File: src/rtl/lsu_bridge.sv
// lsu_bridge: turns one CPU load/store (byte/half/word, any alignment) into
// one or two word-aligned memory accesses, with lane enables, data
// alignment, load extension and a per-access ack timeout.
//
// Handshakes: a request transfers on a rising edge where req_valid and
// req_ready are both 1; req_ready is 1 only while idle. The memory side
// holds mem_req and all mem_* fields stable until a cycle with mem_ack=1,
// and that cycle completes the access. mem_ack with mem_req=0 has no effect.
// resp_valid is a one-cycle pulse with no back-pressure.
module lsu_bridge #(
  parameter int unsigned TIMEOUT = 16
) (
  input  logic        clk,
  input  logic        rst,
  input  logic        req_valid,
  output logic        req_ready,
  input  logic        req_we,
  input  logic [1:0]  req_size,
  input  logic        req_unsigned,
  input  logic [31:0] req_addr,
  input  logic [31:0] req_wdata,
  output logic        resp_valid,
  output logic [31:0] resp_rdata,
  output logic        resp_err,
  output logic        mem_req,
  output logic        mem_we,
  output logic [3:0]  mem_be,
  output logic [31:0] mem_addr,
  output logic [31:0] mem_wdata,
  input  logic        mem_ack,
  input  logic [31:0] mem_rdata,
  output logic [1:0]  dbg_state
);

  typedef enum logic [1:0] {
    IDLE = 2'd0,
    ACC0 = 2'd1,
    ACC1 = 2'd2,
    RESP = 2'd3
  } state_t;

  localparam int CW = (TIMEOUT > 1) ? $clog2(TIMEOUT) : 1;
  localparam logic [CW-1:0] CNT_LAST = CW'(TIMEOUT - 1);

  state_t        state_q, state_d;
  logic          we_q, we_d;
  logic [1:0]    size_q, size_d;
  logic          uns_q, uns_d;
  logic [31:0]   addr_q, addr_d;
  logic [31:0]   wdata_q, wdata_d;
  logic [31:0]   rdata_q, rdata_d;
  logic          err_q, err_d;
  logic [CW-1:0] cnt_q, cnt_d;

  logic [1:0]  off;
  logic [2:0]  nbytes;
  logic        crosses;
  logic [3:0]  lane_mask;
  logic [7:0]  be_wide;
  logic [63:0] wd_wide;
  logic [5:0]  sh_hi;
  logic [31:0] rd_lo;
  logic [31:0] rd_hi;
  logic [31:0] word_addr;
  logic        in_acc;
  logic        expired;

  // Alignment helpers derived from the latched request
  always_comb begin
    off       = addr_q[1:0];
    nbytes    = 3'd4;
    lane_mask = 4'b1111;
    case (size_q)
      2'b00:   begin nbytes = 3'd1; lane_mask = 4'b0001; end
      2'b01:   begin nbytes = 3'd2; lane_mask = 4'b0011; end
      default: begin nbytes = 3'd4; lane_mask = 4'b1111; end
    endcase
    crosses   = ({1'b0, off} + nbytes) > 3'd4;
    // Lanes and data laid out over two consecutive words: low half is the
    // first access, high half the second.
    be_wide   = {4'b0000, lane_mask} << off;
    wd_wide   = {32'd0, wdata_q} << {off, 3'b000};
    sh_hi     = 6'd32 - {1'b0, off, 3'b000};
    rd_lo     = mem_rdata >> {off, 3'b000};
    rd_hi     = mem_rdata << sh_hi;
    word_addr = {addr_q[31:2], 2'b00};
    in_acc    = (state_q == ACC0) || (state_q == ACC1);
    expired   = in_acc && !mem_ack && (cnt_q == CNT_LAST);
  end

  // Next-state, request latch, load assembly and wait counter
  always_comb begin
    state_d = state_q;
    we_d    = we_q;
    size_d  = size_q;
    uns_d   = uns_q;
    addr_d  = addr_q;
    wdata_d = wdata_q;
    rdata_d = rdata_q;
    err_d   = err_q;
    cnt_d   = '0;
    case (state_q)
      IDLE: begin
        if (req_valid) begin
          we_d    = req_we;
          size_d  = req_size;
          uns_d   = req_unsigned;
          addr_d  = req_addr;
          wdata_d = req_wdata;
          rdata_d = 32'd0;
          err_d   = (req_size == 2'b11);
          state_d = (req_size == 2'b11) ? RESP : ACC0;
        end
      end
      ACC0: begin
        if (mem_ack) begin
          if (!we_q) rdata_d = rd_lo;
          state_d = crosses ? ACC1 : RESP;
        end else if (expired) begin
          err_d   = 1'b1;
          state_d = RESP;
        end else begin
          cnt_d = cnt_q + 1'b1;
        end
      end
      ACC1: begin
        if (mem_ack) begin
          if (!we_q) rdata_d = rdata_q | rd_hi;
          state_d = RESP;
        end else if (expired) begin
          err_d   = 1'b1;
          state_d = RESP;
        end else begin
          cnt_d = cnt_q + 1'b1;
        end
      end
      RESP: begin
        state_d = IDLE;
      end
      default: begin
        state_d = IDLE;
      end
    endcase
  end

  // State and datapath registers; reset discards any access in flight
  always_ff @(posedge clk or posedge rst) begin
    if (rst) begin
      state_q <= IDLE;
      we_q    <= 1'b0;
      size_q  <= 2'b00;
      uns_q   <= 1'b0;
      addr_q  <= 32'd0;
      wdata_q <= 32'd0;
      rdata_q <= 32'd0;
      err_q   <= 1'b0;
      cnt_q   <= '0;
    end else begin
      state_q <= state_d;
      we_q    <= we_d;
      size_q  <= size_d;
      uns_q   <= uns_d;
      addr_q  <= addr_d;
      wdata_q <= wdata_d;
      rdata_q <= rdata_d;
      err_q   <= err_d;
      cnt_q   <= cnt_d;
    end
  end

  // Outputs decoded from state; everything idles at zero outside its phase
  always_comb begin
    req_ready  = 1'b0;
    resp_valid = 1'b0;
    resp_err   = 1'b0;
    resp_rdata = 32'd0;
    mem_req    = 1'b0;
    mem_we     = 1'b0;
    mem_be     = 4'b0000;
    mem_addr   = 32'd0;
    mem_wdata  = 32'd0;
    case (state_q)
      IDLE: req_ready = 1'b1;
      ACC0: begin
        mem_req   = 1'b1;
        mem_we    = we_q;
        mem_be    = be_wide[3:0];
        mem_addr  = word_addr;
        mem_wdata = wd_wide[31:0];
      end
      ACC1: begin
        mem_req   = 1'b1;
        mem_we    = we_q;
        mem_be    = be_wide[7:4];
        mem_addr  = word_addr + 32'd4;
        mem_wdata = wd_wide[63:32];
      end
      RESP: begin
        resp_valid = 1'b1;
        resp_err   = err_q;
        if (!we_q && !err_q) begin
          case (size_q)
            2'b00:   resp_rdata = uns_q ? {24'd0, rdata_q[7:0]}
                                        : {{24{rdata_q[7]}}, rdata_q[7:0]};
            2'b01:   resp_rdata = uns_q ? {16'd0, rdata_q[15:0]}
                                        : {{16{rdata_q[15]}}, rdata_q[15:0]};
            default: resp_rdata = rdata_q;
          endcase
        end
      end
      default: ;
    endcase
    dbg_state = state_q;
  end

endmodule

File: config.mk
export PLATFORM = sky130hd
export DESIGN_NAME = lsu_bridge
export DESIGN_NICKNAME = d
export VERILOG_FILES = /design/src/rtl/lsu_bridge.sv
export SDC_FILE = /design/constraint.sdc
export NUM_CORES = 1
export LEC_CHECK = 0
export CORE_ASPECT_RATIO = 0.9
export CORE_MARGIN = 2
export CORE_UTILIZATION = 45
export DETAILED_ROUTE_END_ITERATION = 12
export PLACE_DENSITY = 0.76
export SYNTH_ARGS = -nofsm -noshare
export SYNTH_HDL_FRONTEND = slang
export SYNTH_SLANG_ARGS = --single-unit
File: constraint.sdc
create_clock -name clk -period 7.6 [get_ports clk]
set_clock_uncertainty 0.1 [all_clocks]
set_input_delay 2.28 -clock clk [delete_from_list [all_inputs] [get_ports clk]]
set_output_delay 2.28 -clock clk [all_outputs]
set_load 0.005 [all_outputs]
==> results by stage, run 1 <==
Pwr:
- The internal power of the cells totals 2.47 mW.
- The switching share of power is 0.459.
- The leakage power total is 4.27 nW.
- The relative contribution of combinational cells to total power is 0.610.
- Across the VDD grid, the largest voltage drop is 0.257 mV.
- The part of the total power dissipated in sequential elements is 0.277.
- The power density over the cells is about 430 nW/um2.
- Summed over all nets, the switching power comes to 2.10 mW.
- Of the total power, the clock network draws 0.113.

Placement:
- Detailed placement finished with a half-perimeter wire length of 18500 um.
- Summing all placed instances gives a cell area of about 10000 um2.
- During placement, the flow inserted port buffers numbering 208.
- The routability congestion estimate is 0.923.

Clocking:
- The number of H-tree levels is 3.
- In this run, CTS created clock tree buffers numbering 9.
- The maximum buffer depth of the clock tree is 2.
- The buffer cell driving the clock tree root is clkbuf_16.
- Hold repair after CTS inserted 0 buffers.
- The clock tree from TritonCTS is built.
- For the worst-skew pair, the clock arrives at the later sink with an insertion delay of about 350 ps.
- The number of gates resized after CTS was 0.
- The number of buffers inserted by post-CTS setup repair is 0.
- The clock-pin slew on the worst setup and hold paths is 70 ps.
- The count of clock tree sinks is 107.

Floorplan:
- The initial core utilization is 0.460.
- The overall die area is 19200 um2.
- The y dimension of the die is approximately 130 um.
- In this run the horizontal extent of the chip is 146 um.
- The initialized floorplan defines 46 standard-cell rows.
- The core region is around 18000 um2.
- The number of I/O pins is 211.

Min path:
- The number of cells on the worst hold path is 1.
- The worst hold path begins at cnt_q[0].
- The class of the worst hold path is flip-flop to flip-flop.
- The path with the worst hold slack has its endpoint at cnt_q[0].

Synthesis:
- After synthesis, the share of flip-flops with an asynchronous set or reset is 1.00.
- The predominant post-synthesis flop cell is dfrtp_1.
- The number of warnings reported in the yosys synthesis log is 0.
- The synthesized netlist contains 64 unique library cells.
- The fraction of the yosys area taken by sequential cells is 0.329.
- The number of instances in the synthesized netlist is 913.
- After synthesis the cells add up to 8130 um2.
- Sorting the synthesized cells by how often they occur yields 107 x dfrtp_1, 80 x mux2i_1, 72 x mux2_2, 67 x nor2_1, 61 x nand2_1.
- The synthesized area divided by synthesized cell count is between 8 and 9 um2.
- The cell taking the most area after synthesis is dfrtp_1.
- The synthesized design contains 0 enable-type register cells.
- The top-area cell type share of the netlist area is 0.329.
- Sorting the synthesized cells by area gives the leading types as dfrtp_1 33%, mux2_2 10%, mux2i_1 9.9%.
- The synthesized design contains 107 register bits.
- dfrtp_1 is the most common cell in the netlist.

Timing:
- The relative slew slack is 0.231.
- The final max-slew violation count is 0.
- The final hold violation count was 0.
- Setup violations remaining at the end of the flow were counted as 0.
- Setup repair after global routing left no endpoint under its margin.
- The worst path needs 6290 ps of the cycle, external delays included.
- At the pin with the least slew margin, the transition time is roughly 1200 ps.
- Of the available clock period, the critical path in the final layout requires 0.827.
- Derived from the worst setup path, the maximum achievable clock frequency is around 160 MHz.
- For the final routed database, the setup TNS stands at 0 ps.
- The hold slack is 407 ps.

Drt:
- The total via count after detailed routing is 7980.
- The remaining antenna violation count is 0.
- The average wire per standard cell is 19.9 um.
- Dividing the detail-routed via count by the number of cells gives 6.07.
- The total length of routed wires is roughly 26000 um.
- The residual DRC count is 0.
- The first detailed-routing pass ran for 5 iterations.
- The starting DRC count in detailed routing is 740.

Finish:
- The total number of nets in the final design is between 1k and 1.5k.
- The repair_antennas step left the layout with diodes totalling 0.
- The share of post-route cells with drive strength above 1 is 0.110.
- Compared with the post-synthesis result, the final layout area differs by 30.2%.
- After routing the design area is between 10000 and 15000 um2.

Worst setup path:
- Data arrives at the worst endpoint at 3910 ps.
- The path depth of the worst reg2reg path is 8.
- STA puts the critical path data required time at 5220 ps.
- The endpoint of the worst-slack reg-to-reg timing path is dbg_state[0].
- The worst setup path is of the flip-flop to primary output kind.
- The startpoint identified for the worst register-to-register timing path is addr_q[0].
- The type of element launching the critical path is a flip-flop.
- Setup slack on the worst reg-to-reg path comes out at 4430 ps.
- The type of destination of the critical path is a primary output.
- The biggest fanout along the worst timing path is 31.

Run status:
- The flow ran to the end, and the final reports show no timing, DRC or antenna violations.

Global routing:
- The aggregate global routing overflow is 0.
- Entering global routing, the biggest net connects 66 pins.
- The wire length of the first global-routing pass is roughly 42000 um.
- The via count of the first global-routing pass is ~7.7k.
- The number of antenna violations at the first check in global routing is 0.
- In the global route stage, overall resource usage came out at 0.268.

Flow run:
- The max-cap violation count is 0.
[power by group through the flow]
| stage | Clock (mW) | Sequential [mW] | Combinational, mW |
|---|---|---|---|
| floorplan | 0 | 1.05 | 1.99 |
| global placement | 0 | 1.25 | 2.71 |
| detailed placement | 0 | 1.26 | 2.76 |
| CTS | 0.525 | 1.25 | 2.78 |
| global route | 0.547 | 1.32 | 3.04 |
| finish | 0.516 | 1.27 | 2.79 |
[layout make-up]
cell class              instances  area, um2
flip-flops and latches        107       2680
inverters                      27        104
well taps                     240        300
clock buffers                  11        233
repair buffers                220       2170
clock inverters                 5       85.1
multi-input cells             705       5010
fillers                      1562       7080
[logic make-up after synthesis]
family | synth area share
other | 0.000461
XOR/XNOR | 0.00216
multiplexers | 0.204
AO/OA/AOI/OAI | 0.235
buffers and inverters | 0.0551
adder cells (fa/ha/maj) | 0.0194
AND/OR/NAND/NOR | 0.154
flip-flops | 0.329
[flip-flops by register name (all words and copies together), names as in the netlist]
signal	count
we_q	1
dbg_state	2
err_q	1
addr_q	32
rdata_q	32
size_q	2
wdata_q	32
uns_q	1
cnt_q	4
[per-layer routing]
metal / routed length, um / track usage / part of all wire
met5: 0 / 0 / 0
met4: 507 / 0.0757 / 0.019
met3: 2070 / 0.0448 / 0.079
met2: 11900 / 0.422 / 0.45
met1: 11700 / 0.379 / 0.45
[metrics by stage]
stage / total power [mW] / std cells / worst slack, ps / util
6_report: 4.57 / 1315 / 1310 / 0.599
5_1_grt: 4.90 / 1315 / 1050 / 0.599
4_1_cts: 4.55 / 1315 / 1350 / 0.599
3_5_place_dp: 4.02 / 1299 / 1750 / 0.581
3_3_place_gp: 3.97 / 1299 / 1790 / 0.581
2_1_floorplan: 3.04 / 914 / 2400 / -
[critical path: stages (launching register included)]
cell             delay, ps
dfrtp_1                440
inv_1                  120
ha_1                   580
buf_4                  390
nand2_1                690
or4_1                  730
nand3_1                 80
clkdlybuf4s50_1        500
[cells in the final DEF, fill, tap and decap left out, types with 24 or more instances in the layout]
cell | synthesis | routed
clkdlybuf4s50_1 | 0 | 208
dfrtp_1 | 107 | 105
mux2i_1 | 80 | 80
mux2_2 | 72 | 72
nor2_1 | 67 | 67
nand2_1 | 61 | 60
o21ai_0 | 53 | 53
a21oi_1 | 40 | 40
a22oi_1 | 25 | 25
inv_1 | 25 | 24
[how the worst max path moves through the flow]
stage | start | cells after the start | endpoint | slack [ps]
after global routing | dbg_state[1] | 7 | mem_addr[19] | 1050
after global placement | dbg_state[1] | 7 | mem_addr[19] | 1790
after floorplan | rst | 1 | addr_q[0] | 2400
after CTS | dbg_state[0] | 7 | mem_addr[19] | 1350
final | dbg_state[0] | 7 | mem_addr[19] | 1310
after detailed placement | dbg_state[1] | 7 | mem_addr[19] | 1750
(Power assumes the default switching activity.)
==> inputs of run 2 (changes only) <==
Settings changed: PLACE_DENSITY 0.76 to 0.79.
Clock period 7.6 ns to 5.5 ns, I/O delays scaled along.
==> results by stage, run 2 (synthesized netlist as in run 1, its figures left out) <==
Placement:
- Routability-driven placement finished with a final weighted congestion of 0.912.
- Input and output buffers added on the ports amount to 208.
- The post-DP HPWL is about 18000 um.
- Once placement finished, the instance area stood at 10300 um2.

Finish:
- Compared with the post-synthesis result, the final layout area differs by 30.6%.
- The library cell used most frequently in the layout, excluding fill and tap cells, is clkdlybuf4s50_1.
- In the final layout, the share of cells above drive strength 1 is 0.117.
- The largest registers in the layout are addr_q (32), rdata_q (32), wdata_q (32).
- Once layout is done, the placed cells without fillers occupy 10600 um2.
- The multi-input logic area is 5010 um2.
- 0 antenna diodes ended up in the layout.
- Registers take 2680 um2.
- The total number of nets in the final design is 1192.
- The utilization of the core after routing is 0.601.
- In the layout the commonest cells are 208 x clkdlybuf4s50_1, 105 x dfrtp_1, 80 x mux2i_1.
- The filler cell count in the final layout is 1552.

Global routing:
- For this run, the total global-route usage over all layers was measured as 0.266.
- The via count of the first global-routing pass is 7665.
- The number of antenna violations at the first check in global routing was 0.
- The pin count of the biggest net entering global routing is 77.
- The aggregate global routing overflow is 0.
- The first global-routing pass estimated between 40000 and 50000 um of wire.

Clocking:
- The number of buffers inserted by post-CTS setup repair is 0.
- The count of clock tree sinks is 107.
- After clock tree synthesis, the flow added hold-fix buffers numbering 0.
- Clock latency on the worst-skew pair, taken at its later pin, is about 370 ps.
- No sink is reached through more buffers than the 2 on the longest clock path.
- The number of H-tree levels is 3.
- After clock tree synthesis, the clock-pin slew on the worst setup and hold paths is 80 ps.
- The number of buffers created by CTS is 9.
- The buffer cell driving the clock tree root is clkbuf_16.
- The number of resized instances in the post-cts repair step is 0.
- TritonCTS built the clock tree.

Worst setup path:
- The start point of the critical path is dbg_state[1].
- The worst endpoint required time is 3750 ps.
- For the worst setup path, the data arrival time is 3060 ps.
- On the worst path, the slowest cell contributes a delay of ~570 ps.
- The biggest fanout along the worst timing path is 46.
- STA classifies the critical path startpoint as a flip-flop.
- The cell with the most instances on the worst path is o21ai_0.
- In this run the critical register-to-register path is launched from addr_q[1].
- The slowest cell on the critical path is clkdlybuf4s50_1.
- Walking the worst path, the cells encountered are inv_1 > ha_1 > buf_4 > and2_1 > o21ai_0 > o21ai_0 > clkdlybuf4s50_1.
- The worst setup path is of the flip-flop to primary output kind.
- The type of destination of the critical path is a primary output.

Drt:
- In this run the remaining antenna-violating nets after routing total 0.
- Using the TritonRoute via totals, the vias-per-cell ratio works out to 6.04.
- The number of detailed-route iterations in the first pass is 7.
- The average wire per standard cell is about 20 um.
- The starting DRC count in detailed routing is 613.
- In the routed design, unresolved DRC markers number 0.
- Wires add up to 25800 um.
- The total via count after detailed routing is approximately 8k.

Floorplan:
- The floorplan step set the die height to 132 um.
- The floorplan row count is 46.
- The number of I/O pins is 211.
- The overall die area is 19200 um2.
- In this run the standard cell core region covers 17700 um2.
- For this configuration, the core starts out at a cell density of 0.460.
- From left edge to right edge, the die measures 146 um.

Timing:
- The actual slew at the worst max-slew pin is 942 ps.
- In the finished design, the share of the clock period the worst path needs comes to 0.874.
- Across all hold checks on the routed design, the worst slack comes to 396 ps.
- Setup repair after global routing left no endpoint under its margin.
- Measured against its own limit, the worst slew margin works out to 0.372.
- The sum of negative setup slack is 0 ps.
- The final max-slew violation count is 0.
- For this run, the top clock speed supported by timing is 208 MHz.
- The time the worst path needs with I/O delays and setup is 4810 ps.
- The final hold violation count was 0.
- The final count of negative-setup-slack endpoints is 0.

Pwr:
- In this run the power density over the cells is approximately 600 nW/um2.
- The peak ir drop on the vdd network is between 0.3 and 0.4 mV.
- In this run the static leakage power is 4.29 nW.
- The total power of the final layout is 6.28 mW.

Flow run:
- Across the run, the number of max-cap violations was 0.

Min path:
- The worst hold path begins at cnt_q[0].
- The tightest min-delay check is of the flip-flop to flip-flop type.

Run status:
- The run finished with clean final reports.
-- run 2: power breakdown --
part           leakage [nW]  switching, mW  internal, mW  total [mW]
clock                 0.150          0.349         0.326       0.676
combinational          2.82           2.02          1.88        3.90
sequential             1.33          0.553          1.15        1.70
-- run 2: path summary, 6_finish.rpt --
kind,slack (ps),cells past startpoint,end
min in group asynchronous,1750,2,wdata_q[4]
worst min register to register,400,1,cnt_q[0]
worst min-delay path,400,1,cnt_q[0]
worst max register to register,2250,7,rdata_q[21]
max in group asynchronous,2530,3,rdata_q[3]
worst max-delay path,690,7,mem_addr[7]
-- run 2: stage by stage --
step	setup WS (ps)	instances
after floorplan	933	914
after detailed placement	1140	1305
after global routing	468	1321
after CTS	736	1321
after global placement	1190	1305
final	694	1321
-- run 2: worst max-delay path, delay by kind of cell, from the launching register on --
kind                       cells  cell delay [ps]
buffers and inverters          3             1070
and+or+nand+nor                1              500
DFF                            1              490
adders and majority gates      1              320
AOI/OAI and AO/OA              2              310
-- run 2: final cells by class --
cell class                      instances  area share
Multi-Input combinational cell        705       0.472
Timing Repair Buffer                  226       0.209
Clock inverter                          7     0.00766
Tap cell                              240      0.0283
Clock buffer                            9      0.0212
Inverter                               27     0.00978
Sequential cell                       107       0.253
-- run 2: metal layers --
layer | vias up | routed length [um] | track usage | part of all wire
li1 | 3720 | - | - | -
met3 | 35 | 1970 | 0.0615 | 0.076
met1 | 3860 | 11600 | 0.364 | 0.45
met5 | - | 0 | 0 | 0
met4 | 0 | 416 | 0.0692 | 0.016
met2 | 366 | 11800 | 0.423 | 0.46
==> inputs of run 3 (changes only) <==
--- a/config.mk
+++ b/config.mk
@@ -11,3 +11,5 @@
 export DETAILED_ROUTE_END_ITERATION = 12
+export HOLD_SLACK_MARGIN = 0.1
 export PLACE_DENSITY = 0.79
+export SKIP_LAST_GASP = 1
 export SYNTH_ARGS = -nofsm -noshare
--- a/constraint.sdc
+++ b/constraint.sdc
@@ -4,2 +4,2 @@
 set_output_delay 1.65 -clock clk [all_outputs]
-set_load 0.005 [all_outputs]
+set_load 0.01 [all_outputs]
==> results by stage, run 3 (synthesized netlist as in run 1, its figures left out) <==
Finish:
- The final layout contains 1193 nets.
- The sequential cell area in the final layout is 2680 um2.
- The diode insertion count for antenna repair is 0.
- From synthesis to final layout, the design area changed by 30.5%.
- The commonest non-fill, non-tap cell in the layout is clkdlybuf4s50_1.
- The layout has 1516 filler cells.
- The cell area after layout is roughly 11000 um2.
- The share of post-route cells with drive strength above 1 is 0.117.
- The largest registers in the layout are addr_q (32), rdata_q (32), wdata_q (32).
- The multi-input logic area is 5010 um2.
- Measured on the finished design, the core utilization comes to 0.601.
- The top cell types in the final layout, fill and taps aside, are 208 x clkdlybuf4s50_1, 105 x dfrtp_1, 80 x mux2i_1.

Pwr:
- VDD sags by at most 0.357 mV.
- Summed over all cells, the static leakage comes to around 4.3 nW.
- The power density over the cells is roughly 600 nW/um2.
- The total power of the final layout is 6.39 mW.

Floorplan:
- Pin placement for this block handled 211 I/O pins.
- From left edge to right edge, the die measures ~150 um.
- The standard cell core area is approximately 18000 um2.
- After floorplanning, the core was divided into 46 placement rows.
- The overall die area is 19200 um2.
- The initial core utilization is 0.460.
- The y dimension of the die is 132 um.

Timing:
- Of the available clock period, the critical path in the final layout requires 0.887.
- The final hold violation count is 0.
- The time the worst path needs with I/O delays and setup is 4880 ps.
- Setup repair after global routing left no endpoint under its margin.
- Adding up every negative setup slack in the final design gives 0 ps.
- In the post-route analysis, the smallest setup slack over all paths is 624 ps.
- The final count of negative-setup-slack endpoints is 0.
- The final max-slew violation count came to 0.
- Measured against its own limit, the worst slew margin works out to 0.349.
- The upper clock frequency limit is 205 MHz.
- At the pin with the least slew margin, the transition time is 976 ps.

Worst setup path:
- The minimum setup slack among reg-to-reg paths is 2250 ps.
- The cell that appears most often on the critical path is o21ai_0.
- The number of buffers and inverters on the critical path is 3.
- At the worst endpoint, the arrival time is 3130 ps.
- For this run, the slowest stage of the critical path takes 590 ps.
- The biggest fanout along the worst timing path is 24.
- The slowest cell on the critical path is clkdlybuf4s50_1.
- The type of element launching the critical path is a flip-flop.
- Traced cell by cell, the critical path runs through inv_1 > ha_1 > buf_4 > and2_1 > o21ai_0 > o21ai_0 > clkdlybuf4s50_1.
- The endpoint of the worst-slack reg-to-reg timing path is rdata_q[4].
- The type of the worst setup path is flip-flop to primary output.
- STA classifies the critical path endpoint as a primary output.
- The beginning of the worst register-to-register path is addr_q[1].
- The path depth of the worst reg2reg path is 7.
- The worst endpoint required time is between 3000 and 4000 ps.
- The cell class contributing the biggest share of worst-path delay is buffers and inverters.
- In this run the worst setup path begins at dbg_state[1].

Placement:
- Input and output buffers added on the ports amount to ~210.
- Detailed placement finished with a half-perimeter wire length of 18700 um.
- Before CTS, the worst setup slack after placement is 1050 ps.
- The post-place instance area is 10300 um2.
- Routability-driven placement finished with a final weighted congestion of 0.887.

Min path:
- The startpoint of the most critical hold path is cnt_q[0].
- Along the worst hold path, the cell count comes to 1.
- The worst hold path belongs to the class flip-flop to flip-flop.
- The path with the worst hold slack has its endpoint at cnt_q[0].

Drt:
- Detailed routing placed a total of roughly 2300 um of wire on met3.
- The first detailed-routing pass took 7 iterations.
- The remaining antenna violation count is 0.
- The average wire per standard cell is 19.7 um.
- The amount of wire on met2 after detailed routing is 12300 um.
- The sum of routed wire segments on met1 is about 11000 um.
- For this run, design rule violations remaining after detail routing come to 0.
- The total length of routed wires is 26100 um.
- The routed layout has 8015 vias.
- The routed via count divided by cell count is 6.06.
- The topmost layer with routed signal wires is met4.
- The starting DRC count in detailed routing is roughly 650.

Flow run:
- The max-cap violation count is 0.

Global routing:
- Entering global routing, the biggest net connects 58 pins.
- The number of antenna violations at the first check in global routing is 0.
- The wire length of the first global-routing pass is 41700 um.
- The aggregate global routing overflow is 0.
- In the global route stage, overall resource usage came out at 0.268.
- The via count of the first global-routing pass is 7674.

Clocking:
- The maximum buffer depth of the clock tree is 2.
- The clock latency reported for the late side of the worst-skew pair is 370 ps.
- In this run, post-CTS hold repair placed 0 buffers.
- In this run the number of H-tree levels came out at 3.
- The tree built by TritonCTS fans out to 107 sinks.
- After clock tree synthesis, the repair step resized 0 gates.
- Once the clock tree was built, the setup fixing pass inserted 0 buffers.
- TritonCTS built the clock tree.
- In this run, CTS created clock tree buffers numbering 9.
- The clock-pin slew on the worst setup and hold paths is 80 ps.
- The cell sitting at the root of the clock tree is a clkbuf_16.

Run status:
- The flow ran to the end, and the final reports show no timing, DRC or antenna violations.
==> run 3: cell count changes in the layout (fill, tap and decap cells not counted), sizes merged <==
cell / delta
clkinvlp: +1
buf: +1
clkinv: -2
inv: +1
==> run 3: final cells by class <==
class	count	share of cell area
Clock buffer	9	0.0212
Clock inverter	7	0.00613
Inverter	27	0.00979
Multi-Input combinational cell	705	0.472
Sequential cell	107	0.253
Tap cell	240	0.0283
Timing Repair Buffer	227	0.210
==> run 3: worst max-delay path by stage <==
| stage | end | slack (ps) | cells after the start |
|---|---|---|---|
| 6_report | mem_addr[7] | 620 | 7 |
| 5_1_grt | mem_addr[29] | 330 | 7 |
| 4_1_cts | mem_addr[26] | 620 | 6 |
| 3_5_place_dp | mem_addr[26] | 1050 | 6 |
| 3_3_place_gp | mem_addr[7] | 1100 | 7 |
| 2_1_floorplan | addr_q[0] | 930 | 1 |
==> run 3: through the flow <==
step / hold slack (ps) / instances
2_1_floorplan: 360 / 914
3_3_place_gp: 379 / 1306
3_5_place_dp: 396 / 1306
4_1_cts: 406 / 1322
5_1_grt: 434 / 1322
6_report: 403 / 1322
==> run 3: power breakdown <==
part | leakage [nW] | switching [mW] | total (mW) | internal [mW]
Combinational | 2.82 | 2.14 | 4.03 | 1.89
Sequential | 1.33 | 0.547 | 1.70 | 1.15
Clock | 0.141 | 0.344 | 0.665 | 0.320
Total | 4.29 | 3.03 | 6.39 | 3.36
==> run 3: per-layer routing <==
layer  vias to the layer above  track usage
li1                       3722            -
met1                      3880        0.357
met2                       380        0.432
met3                        33       0.0691
met4                         0       0.0692
met5                         -            0
==> run 3: worst reg2reg max path, cell delays in order, from the launching register on <==
cell,delay [ps]
dfrtp_2,810
buf_4,450
inv_1,160
ha_1,550
nor3_2,680
a21o_1,220
a32oi_1,70
o21ai_1,140
